### src/rtl/mul_div_unit.sv
// mul_div_unit: RV32M multiply/divide unit, iterative radix-2 or single-cycle multiply (FAST_MUL).
// Divider datapath is built only when MULDIV_DIV_EN is defined; otherwise funct3 4-7 complete at once with result 0.
module mul_div_unit #(
  parameter bit FAST_MUL = 1'b0
) (
  input  logic        clk,
  input  logic        rst_n,
  input  logic        start,
  input  logic [2:0]  funct3,
  input  logic [31:0] op_a,
  input  logic [31:0] op_b,
  input  logic [4:0]  rd_in,
  output logic        busy,
  output logic        done,
  output logic [31:0] result,
  output logic [4:0]  rd_out,
  output logic        we_out
);
  typedef enum logic [1:0] {IDLE, CALC, DONE} state_t;
  state_t state_q, state_d;
  logic [2:0]  f_q, f_d;
  logic [4:0]  rd_q, rd_d, cnt_q, cnt_d;
  logic [31:0] d_q, d_d, res_q, res_d;
  logic [63:0] p_q, p_d;
  logic        ng_q, ng_d, rn_q, rn_d;
  logic        acc, sa, sb, neg_a, neg_b, single;
  logic [31:0] ma, mb, quick;
  logic [63:0] fprod, mstep, step;
  logic [32:0] sum;

  // Operands are held as magnitudes; p holds {acc/rem, multiplier/quotient}.
  function automatic logic [31:0] fin(input logic [2:0] f, input logic ng, input logic rn, input logic [63:0] p);
    logic [63:0] s;
    s = ng ? -p : p;
    if (!f[2]) return f == 3'd0 ? s[31:0] : s[63:32];
    if (f[1]) return rn ? -p[63:32] : p[63:32];
    return s[31:0];
  endfunction

  assign acc   = start && state_q != CALC;
  assign sa    = funct3 == 3'd1 || funct3 == 3'd2 || (funct3[2] && !funct3[0]);
  assign sb    = funct3 == 3'd1 || (funct3[2] && !funct3[0]);
  assign neg_a = sa && op_a[31];
  assign neg_b = sb && op_b[31];
  assign ma    = neg_a ? -op_a : op_a;
  assign mb    = neg_b ? -op_b : op_b;
  assign fprod = {32'b0, ma} * {32'b0, mb};
  assign sum   = {1'b0, p_q[63:32]} + (p_q[0] ? {1'b0, d_q} : 33'd0);
  assign mstep = {sum, p_q[31:1]};

`ifdef MULDIV_DIV_EN
  logic        dz, ovf;
  logic [33:0] df;
  assign dz     = funct3[2] && op_b == 32'd0;
  assign ovf    = funct3[2] && !funct3[0] && op_a == 32'h8000_0000 && op_b == 32'hFFFF_FFFF;
  assign single = dz || ovf || (FAST_MUL && !funct3[2]);
  assign quick  = dz ? (funct3[1] ? op_a : 32'hFFFF_FFFF) :
                  ovf ? (funct3[1] ? 32'd0 : 32'h8000_0000) : fin(funct3, neg_a ^ neg_b, neg_a, fprod);
  // Restoring divide: shift remainder left, subtract divisor when it fits.
  assign df     = {1'b0, p_q[63:31]} - {2'b0, d_q};
  assign step   = f_q[2] ? {df[33] ? p_q[62:31] : df[31:0], p_q[30:0], !df[33]} : mstep;
`else
  assign single = funct3[2] || FAST_MUL;
  assign quick  = funct3[2] ? 32'd0 : fin(funct3, neg_a ^ neg_b, neg_a, fprod);
  assign step   = mstep;
`endif

  always_ff @(posedge clk or negedge rst_n)
    if (!rst_n) state_q <= IDLE;
    else state_q <= state_d;

  always_comb begin
    state_d = state_q;
    if (state_q == CALC) state_d = cnt_q == 5'd31 ? DONE : CALC;
    else state_d = start ? (single ? DONE : CALC) : IDLE;
  end

  always_comb begin
    busy = state_q == CALC;
    done = state_q == DONE;
`ifdef MULDIV_DIV_EN
    we_out = done && rd_q != 5'd0;
`else
    we_out = done && rd_q != 5'd0 && !f_q[2];
`endif
  end

  always_comb begin
    f_d = f_q;
    rd_d = rd_q;
    d_d = d_q;
    p_d = p_q;
    ng_d = ng_q;
    rn_d = rn_q;
    res_d = res_q;
    cnt_d = cnt_q;
    if (acc) begin
      f_d = funct3;
      rd_d = rd_in;
      ng_d = neg_a ^ neg_b;
      rn_d = neg_a;
      cnt_d = 5'd0;
      d_d = funct3[2] ? mb : ma;
      p_d = {32'b0, funct3[2] ? ma : mb};
      if (single) res_d = quick;
    end else if (state_q == CALC) begin
      cnt_d = cnt_q + 5'd1;
      p_d = step;
      if (cnt_q == 5'd31) res_d = fin(f_q, ng_q, rn_q, step);
    end
  end

  always_ff @(posedge clk or negedge rst_n)
    if (!rst_n) begin
      f_q <= '0;
      rd_q <= '0;
      d_q <= '0;
      p_q <= '0;
      ng_q <= 1'b0;
      rn_q <= 1'b0;
      res_q <= '0;
      cnt_q <= '0;
    end else begin
      f_q <= f_d;
      rd_q <= rd_d;
      d_q <= d_d;
      p_q <= p_d;
      ng_q <= ng_d;
      rn_q <= rn_d;
      res_q <= res_d;
      cnt_q <= cnt_d;
    end

  assign result = res_q;
  assign rd_out = rd_q;
endmodule

### config.mk
export PLATFORM = sky130hd
export DESIGN_NAME = mul_div_unit
export DESIGN_NICKNAME = d
export VERILOG_FILES = /design/src/rtl/mul_div_unit.sv
export SDC_FILE = /design/constraint.sdc
export NUM_CORES = 1
export LEC_CHECK = 0
export BUFFER_PORTS_ARGS = -buffer_cell sky130_fd_sc_hd__buf_2
export CAP_MARGIN = 20
export CORE_MARGIN = 1
export CORE_UTILIZATION = 30
export DETAILED_ROUTE_END_ITERATION = 8
export PLACE_DENSITY = 0.55
export SLEW_MARGIN = 20
export SYNTH_ARGS = -nofsm -noshare
export SYNTH_HDL_FRONTEND = slang
export SYNTH_SLANG_ARGS = --single-unit
### constraint.sdc
create_clock -name clk -period 7 [get_ports clk]
set_clock_uncertainty 0.15 [all_clocks]
set_input_delay 1.4 -clock clk [delete_from_list [all_inputs] [get_ports clk]]
set_output_delay 1.4 -clock clk [all_outputs]
set_load 0.03 [all_outputs]
==> summary.md <==
| Metric | Value |
|---|---|
| Run status | `finished clean` |
| Max-slew violation count | `0` |
| Simple-gate portion of the synthesized area | `23.89%` |
| Initial Util | `30.64%` |
| Yosys top cell area share | `about 28%` |
| Syn. warnings | `0` |
| Setup TNS | `0 ps` |
| Routed vias | `12700` |
| Pin count of the biggest net entering global routing | `106` |
| Worst Hold Class | `reg -> reg` |
| Synth unique cells | `a little over 80` |
| CTS clk-pin slew, worst paths | `roughly 70 ps` |
| Post-DRT Antenna Nets | `0` |
| IO Count | `115` |
| Synthesized area | `~13000 um^2` |
| HPWL after DPL | `37660 um` |
| Row cnt | `75` |
| Most used DFF post-synth | `dfrtp_1` |
| Max Clk Rate | `about 180 MHz` |
| Final Cycle Share | `80.79%` |
| Sequential share of the synthesized area | `28.04%` |
| Number of setup violations in the final report | `0` |
| Die height | `209.7 um` |
| CP Launch Point | `p_q[0]` |
| Most frequent cells in the layout | `nand2_1 (206), o21ai_0 (170), nor2_1 (158)` |
| Routed WL | `47910 um` |
| Drt first-iter violations | `1067` |
| Synth-to-layout area growth | `12.54%` |
| Number of enable flip-flop cells after synthesis | `0` |
| Power Dens Cells | `454.5 nW/um^2` |
| Worst Path Required | `7180 ps` |
| CTS sink cnt | `145` |
| Post-synth ARST share | `100.0%` |
| Final Power | `6.619 mW` |
| Vias in the first global route | `between 10000 and 15000` |
| Critical path type | `reg -> reg` |
| Nets | `1824` |
| Flops & latches, synth | `145` |
| Dpl ws | `1513 ps` |
| Placed instance area | `13900 um^2` |
| Worst-skew pair later-pin latency | `470 ps` |
| Mapped Cells | `approximately 1700` |
| Synth area leader | `dfrtp_1` |
| Layout cell share with drive strength beyond 1 | `between 10% and 20%` |
| DR pass1 iterations | `7` |
| Syn_area_per_cell | `a little under 8 um^2` |
| RSZ-0062 raised after global routing | `no` |
| Routability cong. | `0.9399` |
| Wirelength per Cell | `21.18 um` |
| Drt drc | `0` |
| Mux cell area share after synthesis | `4.835%` |
| CTS tree | `done` |
| Post-synth net total | `1784` |
| GRT overflow | `0` |
| RR Startpoint | `p_q[0]` |
| Largest family of logic cells by synthesized area | `compound AO/OA/AOI/OAI gates` |
| Placeable Area | `42230 um^2` |
| Longest Clk Path Bufs | `2` |
| Die area | `43960 um^2` |
| Post-synthesis adder-cell area fraction | `between 3 and 4%` |
| Post-CTS Resized | `0` |
| Htree depth | `4` |
| Design Area, Final | `14560 um^2` |
| Ranking of synthesized cells by area | `dfrtp_1 (28%), o21ai_0 (6.6%), nand2_1 (6.0%)` |
| Root buf cell | `clkbuf_16` |
| Post CTS Setup Buffer Count | `0` |
| Crit. End Element | `flop` |
| Hold Crit Start | `result[6]` |
| Dpl cells | `2230` |
| First-pass GRT wire length | `73550 um` |
| Max cap viols | `0` |
| Rel. slew slack | `29.11%` |
| Antenna cells | `0` |
| Non-filler cells, final | `~2300` |
| Via density | `5.613` |
| Crit path DAT | `roughly 5800 ps` |
| Setup ws final | `between 1000 and 1500 ps` |
| Worst slew pin tran | `1054 ps` |
| Total global-route track usage | `22.07%` |
| I/O Buffers | `114` |
| CP startpoint kind | `flop` |
| Die Width | `roughly 210 um` |
| VDD IR max | `between 0.15 and 0.2 mV` |
| Crit Path Max Fanout | `33` |
| Final hold violation count | `0` |
| Tmin final | `5655 ps` |
| Num CTS Buffers | `17` |
| LEAKAGE | `between 6 and 7 nW` |
| Xor and xnor area share after synthesis | `10.82%` |
| Post-CTS Hold Buffers | `0` |
| Initial antenna violation count | `0` |
| Most common cell after layout, fill and taps aside | `nand2_1` |
| Complex-gate fraction of the synthesized area | `24.65%` |
-- worst max-delay path, stage by stage (launching register included) --
cell and delay (ps):
dfrtp_1 670, and2_1 280, ha_1 210, fa_1 410, a21o_1 220, a221oi_4 500, xnor2_1 270, a2111oi_0 630
o211ai_1 220, nor4_1 850, and3_1 330, nand3_1 140, o311a_1 340, o21ai_0 190, o211ai_1 100
-- final timing paths --
| path | to | slack [ps] | cells after the start |
|---|---|---|---|
| setup / recovery | result[31] | 1340 | 14 |
| hold / removal | result[6] | 320 | 2 |
| setup reg to reg | result[31] | 1340 | 14 |
| hold reg to reg | result[6] | 320 | 2 |
| max in group asynchronous | result[2] | 4460 | 2 |
| min in group asynchronous | cnt_q[0] | 800 | 1 |
-- through the flow --
step	utilization, %	hold slack (ps)
global placement	32.91	303.1
finish	34.48	321.7
CTS	34.47	325.0
global route	34.48	355.0
detailed placement	32.91	309.9
floorplan	-	291.8
-- cell usage after synthesis (31+ instances only) --
cell and number:
nand2_1 207, o21ai_0 170, nor2_1 160, dfrtp_1 145, a21oi_1 130, clkbuf_1 88
xnor2_1 85, xor2_1 73, mux2i_1 49, and2_1 43, nand3b_1 41, ha_1 38
nand3_1 31
-- flip-flops by register name, summed over array words and instances, names as in the netlist, 2 cells and up --
| register | cells |
|---|---|
| cnt_q | 5 |
| result | 32 |
| f_q | 3 |
| p_q | 64 |
| rd_out | 5 |
| d_q | 32 |
| state_q | 2 |
-- cell families after synthesis --
| family | after synthesis |
|---|---|
| xor gates and xnor gates | 159 |
| and+or+nand+nor | 631 |
| buffers and inverters | 132 |
| muxes | 61 |
| adders and majority gates | 39 |
| AOI/OAI and AO/OA | 503 |
| DFF | 145 |
-- where the power goes --
group | internal [mW] | switching, mW | total (mW) | leakage, nW
clock network | 0.654 | 0.402 | 1.06 | 0.325
registers | 1.12 | 0.351 | 1.47 | 1.83
logic | 1.37 | 2.72 | 4.09 | 4.05
total | 3.14 | 3.48 | 6.62 | 6.21
-- routing by layer --
layer,GRT usage [%],wire length (um),vias to the layer above
li1,-,-,6118
met3,3.053,2467,96
met2,33.81,20770,404
met1,30.04,22380,6078
met4,11.88,2298,0
met5,0,0,-
-- cell type report --
cell class	count	area, um^2
sequential	145	3628
clock buffer	20	456.7
multi-input combinational	1393	8816
fill	4475	27670
inverter	24	90.09
tap	539	674.4
timing repair buffer	129	691.9
clock inverter	12	203.9
(Power assumes the default switching activity.)
